$ cat src/rtl/pipe_stage_reg.sv
// rtl/pipe_stage_reg.sv - two-entry skid-buffered pipeline stage register with flush and stall counter
//
// Purpose:
//   Registers one pipeline stage's control and data payload between an upstream
//   and a downstream valid/ready handshake. An output register (OUT) feeds the
//   downstream side. A skid register (SKID) catches the entry that arrives in the
//   cycle the downstream side first back-pressures. As a result, up_ready_o is a
//   plain register and carries no combinational path from dn_ready_i.
//
// Parameters:
//   DATA_W    datapath payload width
//   CTRL_W    control payload width
//   CTRL_NOP  control value shown for a bubble, a flushed stage or an empty stage
//   CNT_W     stall counter width
//
// Ports:
//   clk_i        in   1       rising-edge clock
//   rst_i        in   1       asynchronous active-low reset
//   flush_i      in   1       discard held and incoming entries this cycle
//   up_valid_i   in   1       upstream entry valid
//   up_ready_o   out  1       stage can accept an entry (NOT SKID.valid)
//   up_ctrl_i    in   CTRL_W  upstream control payload
//   up_data_i    in   DATA_W  upstream data payload
//   dn_valid_o   out  1       downstream entry valid (OUT.valid)
//   dn_ready_i   in   1       downstream accepts the entry
//   dn_ctrl_o    out  CTRL_W  downstream control payload (CTRL_NOP when empty)
//   dn_data_o    out  DATA_W  downstream data payload (0 when empty)
//   occupancy_o  out  2       held entries, 0..2, registered
//   stall_cnt_o  out  CNT_W   saturating count of back-pressured cycles

module pipe_stage_reg #(
    parameter int                 DATA_W   = 96,
    parameter int                 CTRL_W   = 8,
    parameter logic [CTRL_W-1:0]  CTRL_NOP = {CTRL_W{1'b0}},
    parameter int                 CNT_W    = 16
) (
    input  logic              clk_i,
    input  logic              rst_i,
    input  logic              flush_i,
    input  logic              up_valid_i,
    output logic              up_ready_o,
    input  logic [CTRL_W-1:0] up_ctrl_i,
    input  logic [DATA_W-1:0] up_data_i,
    output logic              dn_valid_o,
    input  logic              dn_ready_i,
    output logic [CTRL_W-1:0] dn_ctrl_o,
    output logic [DATA_W-1:0] dn_data_o,
    output logic [1:0]        occupancy_o,
    output logic [CNT_W-1:0]  stall_cnt_o
);

    localparam logic [CNT_W-1:0] CNT_MAX = {CNT_W{1'b1}};
    localparam logic [CNT_W-1:0] CNT_ONE = {{(CNT_W-1){1'b0}}, 1'b1};

    // Stage storage
    logic              r_out_valid;
    logic [CTRL_W-1:0] r_out_ctrl;
    logic [DATA_W-1:0] r_out_data;
    logic              r_skid_valid;
    logic [CTRL_W-1:0] r_skid_ctrl;
    logic [DATA_W-1:0] r_skid_data;
    logic [1:0]        r_occupancy;
    logic [CNT_W-1:0]  r_stall_cnt;

    // Next-state values
    logic              w_accept;
    logic              w_out_free;
    logic              w_stall;
    logic              w_out_valid_nxt;
    logic [CTRL_W-1:0] w_out_ctrl_nxt;
    logic [DATA_W-1:0] w_out_data_nxt;
    logic              w_skid_valid_nxt;
    logic [CTRL_W-1:0] w_skid_ctrl_nxt;
    logic [DATA_W-1:0] w_skid_data_nxt;
    logic [1:0]        w_occupancy_nxt;
    logic [CNT_W-1:0]  w_stall_cnt_nxt;

    // Readiness comes only from SKID. A full SKID therefore blocks every accept,
    // so an incoming entry can never overwrite a held entry.
    assign w_accept   = up_valid_i & ~r_skid_valid;
    // OUT can take a new entry when it is empty or is handing its entry off this edge.
    assign w_out_free = ~r_out_valid | dn_ready_i;
    assign w_stall    = r_out_valid & ~dn_ready_i;

    always_comb begin
        w_out_valid_nxt  = r_out_valid;
        w_out_ctrl_nxt   = r_out_ctrl;
        w_out_data_nxt   = r_out_data;
        w_skid_valid_nxt = r_skid_valid;
        w_skid_ctrl_nxt  = r_skid_ctrl;
        w_skid_data_nxt  = r_skid_data;

        if (flush_i) begin
            // Flush outranks accept and deliver. Anything presented this cycle is dropped.
            w_out_valid_nxt  = 1'b0;
            w_out_ctrl_nxt   = CTRL_NOP;
            w_out_data_nxt   = '0;
            w_skid_valid_nxt = 1'b0;
            w_skid_ctrl_nxt  = '0;
            w_skid_data_nxt  = '0;
        end else if (w_out_free) begin
            if (r_skid_valid) begin
                // The older entry in SKID moves up first so that order is preserved.
                w_out_valid_nxt  = 1'b1;
                w_out_ctrl_nxt   = r_skid_ctrl;
                w_out_data_nxt   = r_skid_data;
                w_skid_valid_nxt = w_accept;
                w_skid_ctrl_nxt  = w_accept ? up_ctrl_i : '0;
                w_skid_data_nxt  = w_accept ? up_data_i : '0;
            end else if (w_accept) begin
                w_out_valid_nxt  = 1'b1;
                w_out_ctrl_nxt   = up_ctrl_i;
                w_out_data_nxt   = up_data_i;
            end else begin
                // When OUT empties, its payload is driven to the bubble value so
                // downstream logic that ignores valid still sees a NOP.
                w_out_valid_nxt  = 1'b0;
                w_out_ctrl_nxt   = CTRL_NOP;
                w_out_data_nxt   = '0;
            end
        end else if (w_accept) begin
            // OUT is held, so the new entry parks in SKID.
            w_skid_valid_nxt = 1'b1;
            w_skid_ctrl_nxt  = up_ctrl_i;
            w_skid_data_nxt  = up_data_i;
        end

        w_occupancy_nxt = {1'b0, w_out_valid_nxt} + {1'b0, w_skid_valid_nxt};

        // Flush does not affect the stall count. It measures back-pressure, not pipeline content.
        w_stall_cnt_nxt = r_stall_cnt;
        if (w_stall && (r_stall_cnt != CNT_MAX)) begin
            w_stall_cnt_nxt = r_stall_cnt + CNT_ONE;
        end
    end

    always_ff @(posedge clk_i or negedge rst_i) begin
        if (!rst_i) begin
            r_out_valid  <= 1'b0;
            r_out_ctrl   <= CTRL_NOP;
            r_out_data   <= '0;
            r_skid_valid <= 1'b0;
            r_skid_ctrl  <= '0;
            r_skid_data  <= '0;
            r_occupancy  <= 2'd0;
            r_stall_cnt  <= '0;
        end else begin
            r_out_valid  <= w_out_valid_nxt;
            r_out_ctrl   <= w_out_ctrl_nxt;
            r_out_data   <= w_out_data_nxt;
            r_skid_valid <= w_skid_valid_nxt;
            r_skid_ctrl  <= w_skid_ctrl_nxt;
            r_skid_data  <= w_skid_data_nxt;
            r_occupancy  <= w_occupancy_nxt;
            r_stall_cnt  <= w_stall_cnt_nxt;
        end
    end

    // Every output is driven straight from a register.
    assign up_ready_o  = ~r_skid_valid;
    assign dn_valid_o  = r_out_valid;
    assign dn_ctrl_o   = r_out_ctrl;
    assign dn_data_o   = r_out_data;
    assign occupancy_o = r_occupancy;
    assign stall_cnt_o = r_stall_cnt;

endmodule

$ cat config.mk
export PLATFORM = sky130hd
export DESIGN_NAME = pipe_stage_reg
export DESIGN_NICKNAME = d
export VERILOG_FILES = /design/src/rtl/pipe_stage_reg.sv
export SDC_FILE = /design/constraint.sdc
export NUM_CORES = 1
export LEC_CHECK = 0
export ABC_AREA = 1
export BUFFER_PORTS_ARGS = -buffer_cell sky130_fd_sc_hd__buf_2
export CAP_MARGIN = 15
export CORE_MARGIN = 2
export CORE_UTILIZATION = 26
export CTS_BUF_LIST = sky130_fd_sc_hd__clkbuf_4 sky130_fd_sc_hd__clkbuf_8
export DETAILED_ROUTE_END_ITERATION = 8
export SYNTH_ARGS = -nofsm -noshare
export SYNTH_HDL_FRONTEND = slang
export SYNTH_SLANG_ARGS = --single-unit
$ cat constraint.sdc
create_clock -name clk_i -period 2.04 [get_ports clk_i]
set_input_delay 0.408 -clock clk_i [delete_from_list [all_inputs] [get_ports clk_i]]
set_output_delay 0.408 -clock clk_i [all_outputs]
set_load 0.05 [all_outputs]
==> results of run 1 <==
## registers in the layout, indices dropped and copies added (netlist names)
signal,flops
dn_valid_o,1
dn_data_o,96
r_skid_data,96
stall_cnt_o,16
occupancy_o,2
r_skid_valid,1
dn_ctrl_o,8
r_skid_ctrl,8
## worst reg2reg max path: cells and delay by family (launching register included)
family | cells | cell delay, ns
flip-flops | 1 | 0.51
buffers and inverters | 3 | 0.58
AND/OR/NAND/NOR | 2 | 0.21
AO/OA/AOI/OAI | 2 | 0.33
## through the flow
step	area, um2	hold WS (ns)	instances
2_1_floorplan	10290	0.1124	1195
3_3_place_gp	12120	0.3790	1885
3_5_place_dp	12120	0.3675	1885
4_1_cts	13180	0.004925	1965
5_1_grt	13190	0.02625	1966
6_report	13190	0.06575	1967
## cells in the final DEF, fill, tap and decap left out, drive strengths merged
cell / count
inv: 121
a21oi: 107
clkinvlp: 3
ha: 2
xnor2: 5
clkinv: 5
o31ai: 104
bufinv: 2
clkbuf: 66
buf: 265
bufbuf: 1
nor3: 1
dfrtp: 228
nand2: 176
o21ai: 112
nand4: 5
xor2: 1
nand3: 111
nor2: 128
diode: 2
dlygate4sd3: 2
nand3b: 2
## layer usage
layer / wire length (um) / up-vias
met5: 52 / -
met4: 631 / 8
met3: 2403 / 56
met2: 14660 / 297
met1: 13850 / 4496
li1: - / 4452
## cell type report
cell class	instances	area, um2
antenna	2	5.005
clock buffer	66	864.6
clock inverter	10	107.6
fill	4004	25640
inverter	121	461.7
multi-input combinational	754	3747
sequential	228	5709
tap	518	648.1
timing repair buffer	268	1647
## what timing repair did
item / 4_1_cts / 5_1_grt
gates cloned: 1 / 0
resized for setup: 8 / 1
hold buffers: 2 / 0
hold endpoints to repair: 43 / 0
buffers inserted: 1 / 0
setup endpoints to repair: 1 / 12
## cells by family (layout without fill, tap and decap cells)
| family | count (synthesis) | count (layout) | synth area share [%] |
|---|---|---|---|
| fa+ha+maj | 2 | 2 | 0.2430 |
| other cells | 0 | 2 | 0 |
| xor+xnor | 6 | 6 | 0.5104 |
| simple gates | 423 | 423 | 17.08 |
| flops | 228 | 228 | 55.42 |
| compound gates | 323 | 323 | 18.38 |
| buf+inv | 213 | 465 | 8.374 |
## where the power goes
| group | internal, W | leakage [nW] | switching (W) |
|---|---|---|---|
| combinational | 0.000537 | 2.78 | 0.00142 |
| clock | 0.00295 | 0.505 | 0.00203 |
| sequential | 0.00485 | 3.06 | 0.000208 |
## cells in the mapped netlist
library cell / instances / area share, %
a21oi_1: 105 / 5.1
a21oi_2: 1 / 0.085
a21oi_4: 1 / 0.16
buf_1: 7 / 0.26
buf_2: 32 / 1.6
buf_4: 6 / 0.44
clkbuf_1: 47 / 1.7
dfrtp_1: 228 / 55
ha_1: 2 / 0.24
inv_1: 119 / 4.3
inv_2: 2 / 0.073
nand2_1: 173 / 6.3
nand2_2: 3 / 0.18
nand3_1: 111 / 5.4
nand3b_1: 2 / 0.15
nand4_1: 5 / 0.30
nor2_1: 127 / 4.6
nor2_2: 1 / 0.061
nor3_1: 1 / 0.049
o21ai_0: 77 / 3.7
o21ai_1: 35 / 1.7
o31ai_1: 104 / 7.6
xnor2_1: 5 / 0.43
xor2_1: 1 / 0.085
## final timing paths
kind | from | depth (start not counted) | endpoint | slack, ns
max reg2reg | r_skid_valid$_DFF_PN0_ | 7 | r_skid_data[14]$_DFFE_PN0P_ | 0.31
min in group asynchronous | rst_i | 2 | dn_ctrl_o[4]$_DFFE_PN0P_ | 0.33
max | r_skid_valid$_DFF_PN0_ | 3 | up_ready_o | 0.09
min reg2reg | dn_data_o[27]$_DFFE_PN0P_ | 2 | dn_data_o[27]$_DFFE_PN0P_ | 0.47
max in group asynchronous | rst_i | 3 | dn_data_o[23]$_DFFE_PN0P_ | 1.05
min | up_data_i[53] | 3 | r_skid_data[53]$_DFFE_PN0P_ | 0.07
==> out/metrics.yaml, run 1 <==
status: "finished clean"
path_clk_slew_ns: 0.06
totalWireLength_um: 31600
drv_cap: 0
fin_util_pct: 33.97
critical_path.cell_chain: "inv_8, buf_12, buf_8"
busiest_layer: "met2"
ys_types: 24
crit_type: "register to primary output"
pin_count: 233
track_usage_pct: 15.33
cts_tree: "built"
critical-path-max-stage-delay_ns: 0.51
fin_skew_ns: 0.02411
ys_ff_latch: 228
antenna_left: 0
grt-ovfl-total: 0
synthCells: 1195
yosys_warnings: 0
place_hpwl_um: 18980
antenna_found_initial: 7
ys_seq_area_share_pct: 55.42
power_w: 0.01199
route.vias.total: 9309
finalMaxSlewViolations: 0
cp_num_buf_inv: 3
clockBufferDepth: 3
setup_viol: 0
gp_congestion: 0.7764
crit_path_end_kind: "primary output"
netlist_area_mm2: 0.01029
drt-initial-drc-count: 541
dieArea_mm2: 0.04120
path_delay_family: "flip-flops"
final_net_count: 1528
vias_per_cell: 4.733
htree_levels: 2
required_ns: 1.63
rsz0062_at_grt: "false"
drc: 0
clk_latency_ns: 0.60
p_leak_nw: 6.344
tns_ns: 0
cp.arrival_ns: 1.54
slowest_stage: "dfrtp_4"
grt_pass1_wl_um: 50390
ir_drop_v: 0.0006304
maxSlewHeadroom_pct: 60.79
drive_gt1_share_pct: 24.33
grt_max_degree: 105
root_buffer: "clkbuf_8"
drtPass1Iterations: 5
gr-usage-met2_pct: 24.32
wl_per_cell_um: 16.06
syn_avg_cell_area_um2: 8.615
die_y_um: 203.0
crit_fanout: 14
max_freq_mhz: 512.8
hold_viol_final: 0
syn_to_final_growth_pct: 28.12
row_count: 72
cts_buffers: 44
worstMarginPinSlew_ns: 0.5881
use_met3_pct: 4.944
fin_ws_ns: 0.08975
grt_use_met1_pct: 19.89
min-delay-path-class: "input port to register"
clkSinkCount: 228
port_buffers: 232
finalCriticalPeriod_ns: 1.950
dp_slack_ns: 0.08789
grt_pass1_vias: 9081
power_density_mw_per_mm2: 909.4
min_period_over_period_pct: 95.60
coreArea_mm2: 0.03883
die_w_um: 203.0
start_util_pct: 26.51
critPathLaunchType: "register"
syn-num-nets: 1306
No activity file was read; power rests on OpenSTA's default activity.
==> inputs of run 2 (changes only) <==
Settings changed: CELL_PAD_IN_SITES_DETAIL_PLACEMENT set to 1, CELL_PAD_IN_SITES_GLOBAL_PLACEMENT set to 2, PLACE_DENSITY_LB_ADDON set to 0.1.
==> run 2 against run 1 <==
Net effect:
- clock skew shrank 0.013 ns
- sequential share of layout area down 0.069 points
- die area did not move
- total power grew 0.51%
- first-iteration DRC count is 29% lower
- routed wire length increased by 17%
- largest cell class unchanged
- largest power group unchanged
==> out/metrics.yaml, run 2 (synthesized netlist as in run 1, its figures left out) <==
power_w: 0.01206  # was 0.01199 W
row_count: 72  # unchanged
drtPass1Iterations: 6  # was 5
grt_max_degree: 105  # unchanged
final-seq-area_mm2: 0.005709  # unchanged
dp_cells: 1898  # was 1,885
stdcell_count: 1981  # was 1,967
crit_type: "register to primary output"  # unchanged
finalMaxSlewViolations: 0  # unchanged
totalWireLength_um: 37020  # was 31,600 um
vias_per_cell: 4.680  # was 4.733
crit_fanout: 13  # was 14
multi_input_area_mm2: 0.003747  # unchanged
power_density_mw_per_mm2: 912.6  # was 909.4 mW/mm2
antenna_found_initial: 5  # was 7
coreArea_mm2: 0.03883  # unchanged
hold_viol_final: 0  # unchanged
tns_ns: 0  # unchanged
layout_commonest_cell: "buf_2"  # unchanged
rsz0062_at_grt: "false"  # unchanged
drc: 0  # unchanged
cts_buffers: 45  # was 44
final_net_count: 1538  # was 1,528
reg2reg_to: "r_skid_data[15]$_DFFE_PN0P_"  # was r_skid_data[14]$_DFFE_PN0P_
critPathLaunchType: "register"  # unchanged
crit_start: "r_skid_valid$_DFF_PN0_"  # unchanged
syn_to_final_growth_pct: 28.33  # was 28.12%
reg2regPathDepth: 6  # was 7
grt-ovfl-total: 0  # unchanged
cts_tree: "built"  # unchanged
status: "finished clean"  # unchanged
drv_cap: 0  # unchanged
die_w_um: 203.0  # unchanged
required_ns: 1.63  # about the same
post_cts_buffers: 0  # was 1
r2r_slack_ns: 0.24  # was 0.31 ns
min-delay-path-class: "input port to register"  # unchanged
route.vias.total: 9272  # was 9,309
min_period_over_period_pct: 91.60  # was 95.60%
reg2reg_from: "r_skid_valid$_DFF_PN0_"  # unchanged
dieArea_mm2: 0.04120  # unchanged
maxSlewHeadroom_pct: 46.59  # was 60.79%
clockBufferDepth: 3  # unchanged
htree_levels: 2  # unchanged
crit_path_end_kind: "primary output"  # unchanged
finalCriticalPeriod_ns: 1.869  # was 1.950 ns
start_util_pct: 26.51  # unchanged
ir_drop_v: 0.0003992  # was 0.0006304 V
pin_count: 233  # unchanged
fillCellCount: 4638  # was 4,004
cp.arrival_ns: 1.46  # was 1.54 ns
die_y_um: 203.0  # unchanged
place_hpwl_um: 22390  # was 18,980 um
fin_skew_ns: 0.01112  # was 0.02411 ns
track_usage_pct: 18.12  # was 15.33%
final_cell_mix: "buf_2 (229), dfrtp_1 (227), nand2_1 (173)"  # unchanged
cp-endpoint: "up_ready_o"  # unchanged
gp_congestion: 0.7117  # was 0.7764
port_buffers: 232  # unchanged
path_clk_slew_ns: 0.06  # about the same
drt-initial-drc-count: 386  # was 541
antenna_left: 0  # unchanged
clk_latency_ns: 0.59  # was 0.60 ns
root_buffer: "clkbuf_8"  # unchanged
wl_per_cell_um: 18.69  # was 16.06 um
grt_pass1_vias: 9890  # was 9,081
p_leak_nw: 6.380  # was 6.344 nW
drive_gt1_share_pct: 25.07  # was 24.33%
worstMarginPinSlew_ns: 0.8011  # was 0.5881 ns
clkSinkCount: 228  # unchanged
setup_viol: 0  # unchanged
max_freq_mhz: 535.1  # was 512.8 MHz
grt_pass1_wl_um: 58590  # was 50,390 um
run 2: changes by cell type in the layout (fill, tap and decap cells not counted), sizes merged:
cell         change
clkbuf           +9
clkinvlp         -2
bufinv           -2
clkinv           -1
buf             +11
diode            +1
bufbuf           -1
dlygate4sd3      -1
run 2: layer usage:
layer | vias to the layer above | global-route usage (%) | part of all wire [%]
li1 | 4449 | - | -
met1 | 4574 | 24.18 | 46
met2 | 192 | 29.51 | 47
met3 | 53 | 4.205 | 5.0
met4 | 4 | 4.875 | 1.9
met5 | - | 0 | 0.076
run 2: worst min path at each step:
stage | end | start | cells past startpoint | slack [ns]
3_3_place_gp | r_skid_data[79]$_DFFE_PN0P_ | rst_i | 1 | 0.30
6_report | r_skid_data[95]$_DFFE_PN0P_ | up_data_i[95] | 3 | 0.07
2_1_floorplan | dn_ctrl_o[0]$_DFFE_PN0P_ | rst_i | 0 | 0.11
3_5_place_dp | dn_data_o[84]$_DFFE_PN0P_ | rst_i | 1 | 0.30
5_1_grt | r_skid_data[53]$_DFFE_PN0P_ | up_data_i[53] | 3 | 0.03
4_1_cts | r_skid_data[59]$_DFFE_PN0P_ | up_data_i[59] | 3 | 0.01
run 2: stage by stage:
stage                     hold WS [ns]  cell area (um2)  utilization (%)  worst slack (ns)
after floorplan                 0.1124            10290                -            0.1397
after global placement          0.2980            12230            31.51           0.01900
after detailed placement        0.3010            12230            31.51          0.005750
after CTS                      0.01229            13210            34.03          0.003232
after global routing           0.03380            13210            34.02           0.08024
final                          0.06823            13210            34.03            0.1713
run 2: cell type report:
class,count,share of cell area [%]
Antenna cell,3,0.05682
Clock buffer,75,7.056
Clock inverter,5,0.2084
Inverter,121,3.457
Multi-Input combinational cell,754,28.36
Sequential cell,228,43.21
Tap cell,518,4.906
Timing Repair Buffer,277,12.74
run 2: where the power goes:
group	internal, W	leakage [nW]	switching, W
registers	0.00485	3.06	0.000195
logic	0.000567	2.81	0.00149
clock network	0.00286	0.514	0.00209
run 2: worst max-delay path, cell delays in order (launching register included):
cell and delay, ns:
dfrtp_4 0.51, inv_4 0.17, buf_6 0.18
run 2: what timing repair did:
action | in CTS | in global routing
resized for setup | 3 | 0
endpoints found under the hold margin | 30 | 0
pin swaps | 0 | 0
hold buffers | 1 | 0
endpoints found under the setup margin | 2 | 1
==> inputs of run 3 (changes only) <==
Settings changed: PLACE_DENSITY set to 0.75, PLACE_DENSITY_LB_ADDON 0.1 to unset.
Clock period 2.04 ns to 2 ns, I/O delays scaled along.
==> run 3 against run 2 <==
Net effect:
- setup slack worse by 0.085 ns
- largest power group unchanged
- highest routed layer is now met4
- cell count down 1.3%
- clock skew up 0.0056 ns
- routed wire length down 6.3%
- core utilization down 0.69 points
- clock power down 12%
- global-route usage down 1.0 points
- design area down 2.0%
- register-to-register slack better by 0.02 ns
- die area unchanged
==> out/metrics.yaml, run 3 (synthesized netlist as in run 1, its figures left out) <==
status: "finished clean"  # unchanged
gr-usage-met2_pct: 28.05  # was 29.51%
start_util_pct: 26.51  # unchanged
cts_buffers: 44  # was 45
gp_congestion: 0.7248  # was 0.7117
critPathLaunchType: "register"  # unchanged
worstMarginPinSlew_ns: 0.8126  # was 0.8011 ns
required_ns: 1.60  # was 1.63 ns
die_y_um: 203.0  # unchanged
crit_fanout: 5  # was 13
grt_max_degree: 105  # unchanged
clockPowerShare_pct: 37.7  # was 41.1%
path_clk_slew_ns: 0.06  # about the same
critical-path-max-stage-delay_ns: 0.50  # was 0.51 ns
seqPwrFrac_pct: 44.6  # was 41.8%
htree_levels: 2  # unchanged
crit_start: "r_skid_valid$_DFF_PN0_"  # unchanged
rsz0062_at_grt: "false"  # unchanged
setup_viol: 0  # unchanged
drv_cap: 0  # unchanged
row_count: 72  # unchanged
route.vias.total: 9353  # was 9,272
crit_path_end_kind: "primary output"  # unchanged
drtPass1Iterations: 4  # was 6
antenna_left: 0  # unchanged
final-seq-area_mm2: 0.005709  # unchanged
coreArea_mm2: 0.03883  # unchanged
pin_count: 233  # unchanged
fin_skew_ns: 0.01668  # was 0.01112 ns
multi_input_area_mm2: 0.003747  # unchanged
finalCriticalPeriod_ns: 1.913
layout_commonest_cell: "buf_2"  # unchanged
place_hpwl_um: 20930  # was 22,390 um
final_net_count: 1531  # was 1,538
grt_pass1_wl_um: 56410  # was 58,590 um
max_freq_mhz: 522.6
clk_latency_ns: 0.58  # was 0.59 ns
die_w_um: 203.0  # unchanged
power_frac_comb_pct: 17.7  # was 17.1%
fillCellCount: 4617  # was 4,638
drt-initial-drc-count: 417  # was 386
clockBufferDepth: 3  # unchanged
root_buffer: "clkbuf_8"  # unchanged
cp.arrival_ns: 1.51  # was 1.46 ns
final_cell_mix: "buf_2 (230), dfrtp_1 (227), nand2_1 (173)"  # was buf_2 (229), dfrtp_1 (227), nand2_1 (173)
reg2reg_from: "r_skid_valid$_DFF_PN0_"  # unchanged
min-delay-path-class: "input port to register"  # unchanged
switchingPower_w: 0.003657  # was 0.003777 W
critical_path.cell_chain: "clkinv_2, buf_2"  # was inv_4, buf_6
track_usage_pct: 17.10  # was 18.12%
sw_frac_of_total_pct: 31.63  # was 31.33%
hold-worst-slack_ns: 0.07775  # was 0.06823 ns
post_cts_buffers: 0  # unchanged
min_period_over_period_pct: 95.67
p_leak_nw: 6.236  # was 6.380 nW
busiest_layer: "met2"  # unchanged
wl_per_cell_um: 17.74  # was 18.69 um
drive_gt1_share_pct: 23.87  # was 25.07%
port_buffers: 232  # unchanged
vias_per_cell: 4.782  # was 4.680
antenna_found_initial: 1  # was 5
cp_num_buf_inv: 2  # unchanged
hold_viol_final: 0  # unchanged
cts_tree: "built"  # unchanged
grt_use_met1_pct: 22.75  # was 24.18%
dp_cells: 1891  # was 1,898
drc: 0  # unchanged
use_met3_pct: 3.387  # was 4.205%
totalWireLength_um: 34710  # was 37,020 um
clkSinkCount: 228  # unchanged
p_int_w: 0.007907  # was 0.008279 W
grt-ovfl-total: 0  # unchanged
ir_drop_v: 0.0003528  # was 0.0003992 V
power_density_mw_per_mm2: 893.4  # was 912.6 mW/mm2
dieArea_mm2: 0.04120  # unchanged
tns_ns: 0  # unchanged
path_delay_family: "flip-flops"  # unchanged
maxSlewHeadroom_pct: 45.83  # was 46.59%
slowest_stage: "dfrtp_4"  # unchanged
syn_to_final_growth_pct: 25.73  # was 28.33%
crit_type: "register to primary output"  # unchanged
finalMaxSlewViolations: 0  # unchanged
grt_pass1_vias: 9978  # was 9,890
stdcell_count: 1956  # was 1,981
hold_start: "up_data_i[24]"  # was up_data_i[95]
-- run 3: changes by cell type in the layout (fill, tap and decap cells not counted), sizes merged --
cell	delta
clkinv	-1
inv	-1
clkinvlp	-1
diode	-2
clkbuf	-14
buf	-6
-- run 3: layout make-up --
cell class                 instances  share of cell area [%]
antenna                            1                 0.01933
clock buffer                      61                   5.906
clock inverter                     2                 0.07733
inverter                         121                   3.519
multi-input combinational        754                   28.95
sequential                       228                   44.11
tap                              518                   5.007
timing repair buffer             271                   12.41
-- run 3: worst paths after layout --
check	endpoint	slack [ns]	depth (start not counted)
max in group asynchronous	dn_data_o[25]$_DFFE_PN0P_	0.93	3
min reg2reg	dn_data_o[44]$_DFFE_PN0P_	0.47	2
max reg2reg	r_skid_data[88]$_DFFE_PN0P_	0.26	6
min in group asynchronous	dn_data_o[28]$_DFFE_PN0P_	0.35	2
min	r_skid_data[24]$_DFFE_PN0P_	0.08	3
max	up_ready_o	0.09	2
-- run 3: power groups by stage --
stage / sequential, W / combinational [W] / clock (W)
after CTS: 0.00516 / 0.00208 / 0.00457
after floorplan: 0.00579 / 0.000674 / 0
after detailed placement: 0.00523 / 0.00207 / 0
final: 0.00516 / 0.00204 / 0.00436
after global routing: 0.00520 / 0.00224 / 0.00475
after global placement: 0.00522 / 0.00205 / 0
-- run 3: worst min-delay path, delay by kind of cell --
kind            cells  cell delay [ns]
compound gates      1             0.06
simple gates        1             0.06
buf+inv             1             0.09
-- run 3: repair_timing --
item,4_1_cts,5_1_grt
setup endpoints to repair,1,0
gates resized for setup,1,0
endpoints found under the hold margin,35,0
hold buffers,1,0
-- run 3: metrics by stage --
step           instance area, um2  worst slack, ns  total power, W  utilization [%]
2_1_floorplan               10290          0.09966        0.006465                -
3_3_place_gp                12150          0.05111        0.007270            31.30
3_5_place_dp                12150          0.02112        0.007303            31.30
4_1_cts                     12940         0.002108         0.01181            33.33
5_1_grt                     12940        0.0001382         0.01219            33.33
6_report                    12940          0.08661         0.01156            33.34
-- run 3: per-layer routing --
metal  routed length [um]  vias up
met5                    0        -
met4                  714        0
met3                 1729       56
met2                16250      204
met1                16020     4668
li1                     -     4425
